[src/rtl/lsu_sb_pkg.sv]
// lsu_sb_pkg: shared store-buffer entry type and defaults
package lsu_sb_pkg;
  localparam int SB_ADDR_W = 16;
  localparam int SB_DATA_W = 39;
  localparam int SB_MAX_WAIT = 7;
  typedef struct packed {
    logic                 valid;
    logic [SB_ADDR_W-1:0] addr;
    logic [SB_DATA_W-1:0] data;
  } sb_entry_t;
endpackage

[src/rtl/sb_fwd_match.sv]
// sb_fwd_match: picks the youngest set match bit, age counted from the head index
module sb_fwd_match #(
  parameter int DEPTH = 4,
  parameter int IW = $clog2(DEPTH)
) (
  input  logic [DEPTH-1:0] i_match,
  input  logic [IW-1:0]    i_head,
  output logic             o_hit,
  output logic [IW-1:0]    o_idx
);
  logic [IW-1:0] w_pos;
  // walk from oldest to youngest so the last match seen is the youngest
  always_comb begin
    o_hit = |i_match;
    o_idx = '0;
    w_pos = '0;
    for (int k = 0; k < DEPTH; k++) begin
      w_pos = i_head + k[IW-1:0];
      if (i_match[w_pos]) o_idx = w_pos;
    end
  end
endmodule

[src/rtl/dccm_store_buffer.sv]
// dccm_store_buffer: committed-store FIFO that drains into idle DCCM cycles and forwards to loads
module dccm_store_buffer
  import lsu_sb_pkg::*;
#(
  parameter int DEPTH = 4,
  parameter int ADDR_W = SB_ADDR_W,
  parameter int DATA_W = SB_DATA_W,
  parameter int MAX_WAIT = SB_MAX_WAIT
) (
  input  logic              clk,
  input  logic              rst,
  input  logic              freeze,
  input  logic              st_valid,
  output logic              st_ready,
  input  logic [ADDR_W-1:0] st_addr,
  input  logic [DATA_W-1:0] st_data,
  input  logic              rd_valid,
  output logic              rd_ready,
  input  logic [ADDR_W-1:0] rd_addr,
  output logic              fwd_hit,
  output logic [DATA_W-1:0] fwd_data,
  output logic              dccm_wren,
  output logic              dccm_rden,
  output logic [ADDR_W-1:0] dccm_wr_addr,
  output logic [DATA_W-1:0] dccm_wr_data,
  output logic [ADDR_W-1:0] dccm_rd_addr_lo,
  output logic [ADDR_W-1:0] dccm_rd_addr_hi,
  output logic              empty
);
  localparam int IW = $clog2(DEPTH);
  localparam int PW = IW + 1;
  localparam int WW = $clog2(MAX_WAIT + 1);
  sb_entry_t         r_ent [DEPTH];
  logic [PW-1:0]     r_wr_ptr, r_rd_ptr, r_count;
  logic [WW-1:0]     r_wait;
  logic              r_fwd_hit;
  logic [DATA_W-1:0] r_fwd_data;
  logic              w_empty, w_full, w_force, w_push, w_pop, w_hit;
  logic [DEPTH-1:0]  w_match;
  logic [IW-1:0]     w_idx;
  sb_entry_t         w_head;
  assign w_empty = r_count == '0;
  assign w_full = r_count == PW'(DEPTH);
  assign w_force = !w_empty & (w_full | r_wait == WW'(MAX_WAIT));
  assign w_head = r_ent[r_rd_ptr[IW-1:0]];
  assign st_ready = !rst & !w_full;
  assign rd_ready = !rst & rd_valid & !w_force;
  assign dccm_rden = rd_ready;
  assign dccm_wren = !rst & !w_empty & !freeze & (w_force | !rd_valid);
  assign dccm_wr_addr = w_head.addr;
  assign dccm_wr_data = w_head.data;
  assign dccm_rd_addr_lo = rd_addr;
  assign dccm_rd_addr_hi = rd_addr + ADDR_W'(4);
  assign empty = rst | w_empty;
  assign fwd_hit = r_fwd_hit;
  assign fwd_data = r_fwd_data;
  assign w_push = st_valid & st_ready;
  assign w_pop = dccm_wren;
  // word-address compare of the load against every live entry, including one being popped
  always_comb begin
    w_match = '0;
    for (int i = 0; i < DEPTH; i++)
      w_match[i] = r_ent[i].valid & (r_ent[i].addr[ADDR_W-1:2] == rd_addr[ADDR_W-1:2]);
  end
  sb_fwd_match #(.DEPTH(DEPTH)) u_match (
    .i_match(w_match),
    .i_head (r_rd_ptr[IW-1:0]),
    .o_hit  (w_hit),
    .o_idx  (w_idx)
  );
  // FIFO storage, pointers and occupancy
  always_ff @(posedge clk) begin
    if (rst) begin
      r_wr_ptr <= '0;
      r_rd_ptr <= '0;
      r_count <= '0;
      for (int i = 0; i < DEPTH; i++) r_ent[i].valid <= 1'b0;
    end else begin
      if (w_pop) r_ent[r_rd_ptr[IW-1:0]].valid <= 1'b0;
      if (w_push) r_ent[r_wr_ptr[IW-1:0]] <= sb_entry_t'{valid: 1'b1, addr: st_addr, data: st_data};
      r_wr_ptr <= r_wr_ptr + PW'(w_push);
      r_rd_ptr <= r_rd_ptr + PW'(w_pop);
      r_count <= r_count + PW'(w_push) - PW'(w_pop);
    end
  end
  // head starvation counter: cleared by a drain or an empty buffer, held by freeze
  always_ff @(posedge clk) begin
    if (rst || w_empty || w_pop) r_wait <= '0;
    else if (!freeze && r_wait != WW'(MAX_WAIT)) r_wait <= r_wait + 1'b1;
  end
  // forwarding result lines up with the DCCM read data of the issued load
  always_ff @(posedge clk) begin
    if (rst) begin
      r_fwd_hit <= 1'b0;
      r_fwd_data <= '0;
    end else if (rd_ready) begin
      r_fwd_hit <= w_hit;
      r_fwd_data <= w_hit ? r_ent[w_idx].data : '0;
    end else r_fwd_hit <= 1'b0;
  end
endmodule

[config.mk]
export PLATFORM = sky130hd
export DESIGN_NAME = dccm_store_buffer
export DESIGN_NICKNAME = d
export VERILOG_FILES = /design/src/rtl/lsu_sb_pkg.sv /design/src/rtl/sb_fwd_match.sv /design/src/rtl/dccm_store_buffer.sv
export SDC_FILE = /design/constraint.sdc
export NUM_CORES = 1
export LEC_CHECK = 0
export ABC_AREA = 1
export ABC_CLOCK_PERIOD_IN_PS = 9820
export CAP_MARGIN = 10
export CORE_MARGIN = 4
export CORE_UTILIZATION = 58
export CTS_CLUSTER_DIAMETER = 80
export CTS_CLUSTER_SIZE = 10
export DETAILED_ROUTE_END_ITERATION = 8
export PLACE_DENSITY = 0.83
export SLEW_MARGIN = 5
export SYNTH_ARGS = -nofsm -noshare
export SYNTH_HDL_FRONTEND = slang
export SYNTH_SLANG_ARGS = --single-unit
[constraint.sdc]
create_clock -name clk -period 9.82 [get_ports clk]
set_clock_uncertainty 0.15 [all_clocks]
set_input_delay 1.964 -clock clk [delete_from_list [all_inputs] [get_ports clk]]
set_output_delay 1.964 -clock clk [all_outputs]
set_load 0.02 [all_outputs]
======== After elaboration in Yosys (flattened, before gate mapping) ========
Memories as Yosys holds them, arrays and structs flattened. A register that Yosys moved wholly into a read port is not among the register bits.
Index checks and enable logic that the tools add are counted.
storage, ports and cells
  bits in registers ....................... 52
  output and inout port bits .............. 132
  word-level logic and storage cells ...... 85
  bits in writable memories ............... 224
  bits of input ports ..................... 76
  memories ................................ 1
operators by class
  magnitude comparators ................... 4
  add/sub/neg operators ................... 9
  multiplexer cells ....................... 28
  bitwise gates (word level) .............. 16
  reduce and logical (&&, ||, !) cells .... 14
  eq/ne operators ......................... 7
memory list
  memory  words  width  read ports  clocked after memory_dff  wr ports  line                     RTL
  r_ent   4      56     6           1                         4         dccm_store_buffer.sv:33  sb_entry_t r_ent [DEPTH];
operators with widths
  kind                     count
  $mux W56                 2
  $reduce_or A56 Y1        2
  $eq A14 B14 Y1           4
  $mux W39                 1
  $mux W2                  9
  $add A16 B3 Y16 const B  1
  $and A1 B1 Y1            12
  $lt A2 B3 Y1 const B     4
  $mux W1                  12
  $add A3 B1 Y3            3
  $bmux W1 S2              4
  $eq A3 B3 Y1 const B     2
  $logic_not A1 Y1         6
  $add A2 B2 Y2 const B    2
  $reduce_or A4 Y1         1
  $add A3 B1 Y3 const B    1
  $logic_not A3 Y1         1
  $ne A3 B3 Y1 const B     1
  $or A1 B1 Y1             3
  $sub A3 B1 Y3            1
  $add A2 B1 Y2 const B    1
  $logic_or A1 B1 Y1       2
  $reduce_or A2 Y1         1
  $logic_and A1 B1 Y1      1
  $not A1 Y1               1

======== Logic depth before layout (Yosys ltp) ========
Gate-level depths: netlist of run 1.
An unclocked memory read counts as a cell.
  word-level depth ........................ 11
  gate-level depth with buffers ........... 23
  mapped depth without buffers ............ 20

======== By module ========
A second synthesis of run 1 with hierarchy kept.
unflattened totals
  cell total of the unflattened synthesis .. 1352
  area total of the unflattened synthesis .. 12884.9 sq um
modules (own cells, without submodules)
  module             sequential area each (sq um)  instances  area an instance (sq um)  cells an instance
  dccm_store_buffer  7687.4                        1          12618.4                   1301
  sb_fwd_match       0.0                           1          266.5                     51

======== Worst setup path after synthesis of run 1 ========
No wires, ideal clock.
  path kind ............................... input to register
  start point ............................. in rst
  end point ............................... mem r_ent[0][0] (netlist name), enable pin
  data arrival time ....................... 6336 ps
  path slack .............................. 2796 ps
  stages .................................. 3
  path buffers ............................ 0
  cell sequence ........................... nor2_1 nand2_1 nor3_1
RTL lines
  element      line                     RTL
  from (decl)  dccm_store_buffer.sv:11  input logic rst,
  to (decl)    dccm_store_buffer.sv:33

======== Worst setup path after layout of run 1 ========
  start point ............................. in rd_addr[4]
  end point ............................... out dccm_rd_addr_hi[15]
between the ends
  word-level cells in the longest chain between the ends .. 1
ends and longest elaborated chain
  element          line                     RTL
  from (decl)      dccm_store_buffer.sv:19  input logic [ADDR_W-1:0] rd_addr,
  $add A16 B3 Y16  dccm_store_buffer.sv:53  assign dccm_rd_addr_hi = rd_addr + ADDR_W'(4);
  to (decl)        dccm_store_buffer.sv:27  output logic [ADDR_W-1:0] dccm_rd_addr_hi,
No other way between the ends.

==> results of run 1 <==
[power groups by stage]
stage	combinational, mW	clock (mW)	sequential [mW]
3_3_place_gp	0.568	0	1.36
6_report	0.581	1.03	1.34
2_1_floorplan	0.336	0	1.36
5_1_grt	0.629	1.10	1.34
4_1_cts	0.581	1.04	1.34
3_5_place_dp	0.576	0	1.36
[cells by family (layout without fill, tap and decap cells)]
kind of cell             Yosys count  count (layout)
AO/OA/AOI/OAI                    177             177
XOR/XNOR                          25              25
adder cells (fa/ha/maj)            8               8
buffers and inverters            320             500
flip-flops                       274             274
AND/OR/NAND/NOR                  601             601
[metal layers]
layer / share of wire / track usage
met5: 0.00044 / 0
met4: 0.037 / 0.119
met3: 0.089 / 0.0533
met2: 0.49 / 0.483
met1: 0.38 / 0.378
[sequential cells by signal, indices dropped and copies added, names as in the netlist]
name	count
fwd_hit	1
r_count	3
r_wr_ptr	2
r_ent	224
fwd_data	39
r_wait	3
r_rd_ptr	2
[worst min-delay path, stage by stage, from the launching register on]
cell	delay [ps]
dfxtp_1	300
nand2_1	60
a21oi_1	50
[cell type report]
cell class              count  area, um2
flip-flops and latches    274       7690
fillers                  1564       6040
multi-input cells         811       4160
repair buffers            214       2100
clock buffers              55        866
inverters                 229        860
well taps                 280        350
clock inverters             2       28.8
[path summary, 6_finish.rpt]
kind,start,to,cells past startpoint
worst max-delay path,rd_addr[4],dccm_rd_addr_hi[15],11
worst min register to register,fwd_data[13]$_SDFFE_PP0P_,fwd_data[13]$_SDFFE_PP0P_,2
worst min-delay path,fwd_data[13]$_SDFFE_PP0P_,fwd_data[13]$_SDFFE_PP0P_,2
worst max register to register,r_rd_ptr[0]$_SDFF_PP0_,fwd_data[31]$_SDFFE_PP0P_,12
[layout by cell type, fill, tap and decap left out, types with 7 or more instances in the layout]
cell type        synthesis  final
a21oi_1                 39     39
a22oi_1                 57     57
buf_4                   22     13
clkbuf_1                39     24
clkbuf_16                0     31
clkdlybuf4s50_1          0    200
dfxtp_1                 54     54
edfxtp_1               220    220
ha_1                     7      7
inv_1                  217    216
inv_2                   12     13
nand2_1                354    352
nand3_1                174    174
nor2_1                  55     54
o21ai_0                 16     16
o221ai_1                48     48
xnor2_1                 13     13
xor2_1                  12     12
==> flow_summary_export.csv, run 1 <==
group,metric,value,unit
timing,maxSlewHeadroom,0.247,
final_layout,diodes,0,
yosys,muxShareOfSynthArea,0,
yosys,synth.most_common_cell,"nand2_1",
power_and_ir_drop,switching_share,0.278,
place,post-place-ws,2970,ps
power_and_ir_drop,p_comb_frac,0.197,
global_route,grt_max_degree,80,
drt,drtIter0Drc,1101,
final_layout,syn_to_final_growth,22.1,%
yosys,synthXorXnorAreaFrac,0.0166,
floorplanning,die_x,159,um
critical_path,crit_required,7710,ps
drt,post_drt_wl_per_cell,19.7,um
yosys,synth_compound_area_frac,0.0953,
status,status,"finished clean",
drt,routed_wl,36.7,mm
drt,avgViaCountPerCell,5.79,
critical_path,cp_max_fo,8,
place,dpl.cell_count,1808,
floorplanning,row_count,54,
clock_tree,htree_levels,1,
power_and_ir_drop,power,2.95,mW
critical_path,critPathCaptureType,"output pin",
place,dpl.hpwl,22.6,mm
critical_path,crit_type,"primary input to output pin",
clock_tree,numCtsBuffers,31,
clock_tree,cts_tree,"yes",
clock_tree,cts_hold_buf,0,
critical_path,critPathSlowestCell,"clkdlybuf4s50_1",
critical_path,worstPathCellList,"clkdlybuf4s50_1 > inv_2 > nor3_1 > nand2_1 > nor2_1 > nand2_1 > nor2_1 > nand4_1 > nor3_1 > xor2_1 > clkdlybuf4s50_1",
yosys,synthTopCellsByArea,"edfxtp_1, nand2_1, dfxtp_1, nand3_1, inv_1",
hold_path,hold_path.class,"register to register",
timing,post-route-period-util,0.702,
floorplanning,fp.dieH,159,um
clock_tree,clock_sinks,274,
global_route,grtUsageTotal,0.290,
yosys,ys_seq_area_frac,0.584,
timing,hold_violations,0,
timing,fmax,0.145,GHz
power_and_ir_drop,pwr_density_cell,184,mW/mm2
yosys,synth_cell_types,34,
critical_path,path_buf_inv,3,
power_and_ir_drop,internal_power,2.13,mW
flow_run,maxCapViolCount,0,
yosys,synth_top_family_by_area,"simple AND/OR/NAND/NOR gates",
critical_path,reg2reg_slack,5370,ps
final_layout,design_area,0.0161,mm2
clock_tree,ctsResizeCount,0,
final_layout,nNetsFinal,1645,
final_layout,final_core_util,0.727,
power_and_ir_drop,p_switching,0.820,mW
drt,drt_pass1_iterations,6,
yosys,async_flop_share,0,
timing,fin_ws,2930,ps
place,dpl-instance-area,0.0152,mm2
final_layout,final_cells,1865,
yosys,ys_ff_latch,274,
timing,final.min_clock_period,6890,ps
place,gp_congestion,0.902,
clock_tree,insertion_delay,560,ps
floorplanning,start_util,0.595,
timing,rsz0062_at_grt,"no",
timing,maxSlewViolCount,0,
critical_path,worst_path_largest_cell_delay,660,ps
yosys,synth_largest_area_cell,"edfxtp_1",
global_route,grt_pass1_wl,56.8,mm
power_and_ir_drop,clock_power_share,0.349,
yosys,syn_nets,1489,
timing,tightest_slew,1130,ps
global_route,globalRoute.totalOverflow,0,
clock_tree,cts_root_buffer,"clkbuf_16",
yosys,yosysWarningCount,0,
timing,whs,310,ps
yosys,synthesis.area,0.0132,mm2
timing,setup_viol,0,
critical_path,start_kind,"primary input",
floorplanning,core_area,0.0221,mm2
yosys,synth_edf_count,220,
critical_path,crit_family,"buffers and inverters",
timing,fin_setup_tns,0,ps
global_route,grt_pass1_vias,10700,
floorplanning,dieArea,0.0252,mm2
clock_tree,clk_pin_slew,60,ps
final_layout,drive_gt1_frac,0.0549,
yosys,ys.flop_type,"edfxtp_1",
floorplanning,io_pins,208,
clock_tree,cts_setup_buffers,0,
drt,drtAntennaViolNets,0,
global_route,antenna_found_initial,1,
clock_tree,ctsLongestPathBuffers,3,
power_and_ir_drop,vdd_drop_max,0.178,mV
place,port_buffers,201,
yosys,yosys.area_share.simple,0.193,
yosys,avgSynthCellArea,9.36,um2
power_and_ir_drop,p_leak,6.57,nW
drt,via_count,10800,
power_and_ir_drop,seqPwrFrac,0.454,
critical_path,arrival,4780,ps
yosys,synth_top_cell_area_share,0.502,
yosys,syn_inst,1405,
yosys,synthAdderAreaFrac,0.00818,
drt,drc_errors,0,
yosys,ys_top_cells_by_count,"nand2_1, edfxtp_1, inv_1",
Note: power is estimated with default switching activity, not from simulation.
==> inputs of run 2 (changes only) <==
- ABC_CLOCK_PERIOD_IN_PS: 9820 -> 6700
- CORE_UTILIZATION: 58 -> 54
- PLACE_DENSITY: 0.83 -> 0.78
- clock period: 9.82 -> 6.7 ns (I/O delays scaled with it)
==> flow_summary_export.csv, run 2 (synthesized netlist as in run 1, its figures left out) <==
group,metric,value,unit
status,status,"finished clean",
clock_tree,cts_setup_buffers,0,
global_route,grtUsageTotal,0.265,
floorplanning,fp.dieH,164,um
timing,fmax,0.177,GHz
timing,maxSlewHeadroom,0.212,
floorplanning,die_x,164,um
power_and_ir_drop,switching_share,0.277,
flow_run,maxCapViolCount,0,
timing,hold_violations,0,
power_and_ir_drop,p_leak,6.58,nW
drt,drtAntennaViolNets,0,
place,port_buffers,201,
clock_tree,htree_levels,1,
timing,setup_viol,0,
drt,drt_pass1_iterations,6,
global_route,antenna_found_initial,2,
drt,routed_wl,36.3,mm
clock_tree,insertion_delay,560,ps
floorplanning,start_util,0.555,
place,post-place-ws,1060,ps
power_and_ir_drop,p_comb_frac,0.197,
clock_tree,clock_sinks,274,
critical_path,crit_required,5210,ps
global_route,globalRoute.totalOverflow,0,
timing,post-route-period-util,0.844,
global_route,grt_pass1_vias,10500,
critical_path,crit_type,"primary input to output pin",
final_layout,final_common_cell,"nand2_1",
clock_tree,clk_pin_slew,60,ps
final_layout,largest_reg_flops,224,
power_and_ir_drop,vdd_drop_max,0.180,mV
power_and_ir_drop,pwr_density_cell,268,mW/mm2
critical_path,start_kind,"primary input",
drt,drtIter0Drc,844,
floorplanning,row_count,56,
drt,via_count,10500,
power_and_ir_drop,power,4.32,mW
place,dpl-instance-area,0.0152,mm2
timing,fin_setup_tns,0,ps
clock_tree,ctsLongestPathBuffers,3,
critical_path,critPathCaptureType,"output pin",
clock_tree,cts_root_buffer,"clkbuf_16",
timing,maxSlewViolCount,0,
global_route,grt_pass1_wl,55.6,mm
hold_path,hold_path.class,"register to register",
drt,post_drt_wl_per_cell,19.0,um
global_route,grt_max_degree,79,
power_and_ir_drop,clock_power_share,0.349,
place,gp_congestion,0.930,
final_layout,top_register,"r_ent",
floorplanning,io_pins,208,
final_layout,layout_common_cells,"nand2_1, edfxtp_1, inv_1, clkdlybuf4s50_1, nand3_1",
power_and_ir_drop,internal_power,3.13,mW
floorplanning,core_area,0.0237,mm2
final_layout,nNetsFinal,1648,
power_and_ir_drop,seqPwrFrac,0.453,
final_layout,drive_gt1_frac,0.0560,
critical_path,cp_max_fo,8,
drt,avgViaCountPerCell,5.52,
timing,tightest_slew,1180,ps
clock_tree,cts_tree,"yes",
final_layout,design_area,0.0161,mm2
critical_path,arrival,4160,ps
clock_tree,ctsResizeCount,0,
drt,drc_errors,0,
floorplanning,dieArea,0.0269,mm2
clock_tree,cts_hold_buf,0,
final_layout,syn_to_final_growth,22.8,%
place,dpl.hpwl,22.2,mm
timing,rsz0062_at_grt,"no",
power_and_ir_drop,p_switching,1.20,mW
timing,final.min_clock_period,5650,ps
timing,fin_ws,1050,ps
clock_tree,numCtsBuffers,31,
==> run 2: final timing paths <==
check | from | end | slack (ps) | cells past startpoint
max | rd_addr[4] | dccm_rd_addr_hi[15] | 1050 | 11
min | fwd_data[8]$_SDFFE_PP0P_ | fwd_data[8]$_SDFFE_PP0P_ | 310 | 2
max reg2reg | r_rd_ptr[0]$_SDFF_PP0_ | fwd_data[35]$_SDFFE_PP0P_ | 2980 | 15
min reg2reg | fwd_data[8]$_SDFFE_PP0P_ | fwd_data[8]$_SDFFE_PP0P_ | 310 | 2
==> run 2: final cells by class <==
cell class	instances	area [um2]
sequential	274	7690
tap	319	399
antenna	1	2.50
clock buffer	56	870
inverter	229	860
multi-input combinational	811	4160
clock inverter	2	28.8
fill	1877	7540
timing repair buffer	217	2140
==> run 2: worst max-delay path, stage by stage <==
cell	delay, ps
clkdlybuf4s50_1	690
inv_2	130
nor3_1	300
nand2_1	90
nor2_1	200
nand2_1	80
nor2_1	170
nand4_1	160
nor3_1	220
xor2_1	160
clkdlybuf4s50_1	610
==> run 2: metrics by stage <==
step / hold WS [ps] / instances / util
global route: 331 / 1909 / 0.682
global placement: 301 / 1850 / 0.644
detailed placement: 304 / 1850 / 0.644
finish: 313 / 1909 / 0.682
floorplan: 303 / 1405 / -
CTS: 313 / 1908 / 0.682
==> run 2: metal layers <==
metal / GRT usage / vias to the layer above / share of wire
li1: - / 5020 / -
met1: 0.348 / 4944 / 0.40
met2: 0.454 / 491 / 0.49
met3: 0.0407 / 81 / 0.081
met4: 0.0854 / 2 / 0.026
met5: 0 / - / 0.00033
==> run 2: power groups by stage <==
stage	combinational [mW]	clock [mW]	sequential, mW
final	0.852	1.51	1.96
after global routing	0.926	1.60	1.97
after CTS	0.856	1.53	1.96
after detailed placement	0.848	0	1.99
after global placement	0.838	0	1.99
after floorplan	0.492	0	1.99
==> inputs of run 3 (changes only) <==
- ABC_CLOCK_PERIOD_IN_PS: 6700 -> 5400
- clock period: 6.7 -> 5.4 ns (I/O delays scaled with it)
==> flow_summary_export.csv, run 3 (synthesized netlist as in run 1, its figures left out) <==
group,metric,value,unit
clock_tree,insertion_delay,550,ps
clock_tree,clk_pin_slew,60,ps
place,dpl.cell_count,1857,
drt,drtIter0Drc,887,
drt,via_count,10700,
floorplanning,die_x,164,um
power_and_ir_drop,power,5.34,mW
global_route,grt_pass1_wl,56.5,mm
power_and_ir_drop,seqPwrFrac,0.455,
floorplanning,fp.dieH,164,um
timing,maxSlewHeadroom,0.300,
power_and_ir_drop,pwr_density_cell,330,mW/mm2
drt,drc_errors,0,
global_route,grtUsageTotal,0.268,
critical_path,crit_type,"primary input to output pin",
timing,hold_violations,0,
clock_tree,numCtsBuffers,31,
timing,whs,313,ps
floorplanning,io_pins,208,
drt,wl_met3,3.29,mm
timing,rsz0062_at_grt,"no",
floorplanning,start_util,0.555,
power_and_ir_drop,vdd_drop_max,0.273,mV
place,post-place-ws,470,ps
timing,setup_viol,0,
power_and_ir_drop,p_comb_frac,0.200,
clock_tree,cts_root_buffer,"clkbuf_16",
clock_tree,cts_setup_buffers,0,
place,port_buffers,201,
critical_path,cp_max_fo,6,
clock_tree,cts_hold_buf,0,
clock_tree,clock_sinks,274,
clock_tree,htree_levels,1,
power_and_ir_drop,internal_power,3.87,mW
global_route,antenna_found_initial,2,
final_layout,drive_gt1_frac,0.0602,
final_layout,layout_common_cells,"nand2_1, edfxtp_1, inv_1, clkdlybuf4s50_1, nand3_1",
final_layout,final_common_cell,"nand2_1",
timing,fin_ws,471,ps
timing,fin_setup_tns,0,ps
critical_path,start_kind,"primary input",
global_route,globalRoute.totalOverflow,0,
drt,maxUsedRoutingLayer,"met5",
drt,met1_length,14.1,mm
timing,fmax,0.203,GHz
final_layout,syn_to_final_growth,23.1,%
clock_tree,ctsResizeCount,0,
critical_path,arrival,3700,ps
hold_path,hold_path.class,"register to register",
floorplanning,dieArea,0.0269,mm2
place,gp_congestion,0.955,
timing,maxSlewViolCount,0,
timing,tightest_slew,1050,ps
place,dpl.hpwl,23.0,mm
critical_path,critPathCaptureType,"output pin",
drt,wl_met2,18.1,mm
floorplanning,core_area,0.0237,mm2
drt,post_drt_wl_per_cell,19.1,um
final_layout,top_register,"r_ent",
power_and_ir_drop,p_leak,6.61,nW
clock_tree,cts_tree,"yes",
critical_path,crit_required,4170,ps
global_route,grt_max_degree,79,
status,status,"finished clean",
drt,drt_pass1_iterations,5,
timing,post-route-period-util,0.913,
power_and_ir_drop,p_switching,1.47,mW
global_route,grt_pass1_vias,10600,
timing,final.min_clock_period,4930,ps
power_and_ir_drop,switching_share,0.275,
final_layout,final_cells,1914,
drt,avgViaCountPerCell,5.58,
clock_tree,ctsLongestPathBuffers,3,
final_layout,nNetsFinal,1655,
power_and_ir_drop,clock_power_share,0.345,
drt,routed_wl,36.6,mm
drt,drtAntennaViolNets,0,
floorplanning,row_count,56,
final_layout,largest_reg_flops,224,
final_layout,nFillCells,1902,
flow_run,maxCapViolCount,0,
[run 3: cell count changes in the layout (fill, tap and decap cells not counted), sizes merged]
| cell | delta |
|---|---|
| buf | +7 |
| clkbuf | -2 |
[run 3: final timing paths]
path,start,endpoint,slack (ps),cells after the start
worst min-delay path,fwd_data[10]$_SDFFE_PP0P_,fwd_data[10]$_SDFFE_PP0P_,310,2
worst min register to register,fwd_data[10]$_SDFFE_PP0P_,fwd_data[10]$_SDFFE_PP0P_,310,2
worst max-delay path,rd_addr[3],dccm_rd_addr_hi[15],470,11
worst max register to register,r_rd_ptr[0]$_SDFF_PP0_,fwd_data[18]$_SDFFE_PP0P_,1620,14
[run 3: layout make-up]
cell class,instances,area [um2],share of cell area
timing repair buffer,224,2200,0.136
tap,319,399,0.0246
clock inverter,2,17.5,0.00108
multi-input combinational,811,4160,0.257
antenna,1,2.50,0.000155
inverter,229,860,0.0531
sequential,274,7690,0.475
clock buffer,54,862,0.0532
[run 3: power by group through the flow]
stage / clock network [mW] / logic, mW / registers, mW
global placement: 0 / 1.05 / 2.47
finish: 1.84 / 1.07 / 2.43
CTS: 1.87 / 1.07 / 2.43
floorplan: 0 / 0.611 / 2.47
global route: 1.96 / 1.15 / 2.44
detailed placement: 0 / 1.06 / 2.47
[run 3: critical path, stage by stage]
cell and delay, ps:
clkdlybuf4s50_1 600, inv_1 140, nor3_1 240, nand2_1 80
nor2_1 200, nand2_1 80, nor2_1 160, nand4_1 140
nor3_1 210, xor2_1 160, clkdlybuf4s50_1 620
[run 3: per-stage QoR]
| stage | util | instance area (um2) |
|---|---|---|
| 6_report | 0.684 | 16200 |
| 5_1_grt | 0.684 | 16200 |
| 4_1_cts | 0.684 | 16200 |
| 3_5_place_dp | 0.647 | 15300 |
| 3_3_place_gp | 0.647 | 15300 |
| 2_1_floorplan | - | 13200 |
[run 3: layer usage]
layer	track usage	vias to the layer above
met5	0	-
met3	0.0482	89
li1	-	5024
met2	0.460	525
met1	0.342	5047
met4	0.0968	2
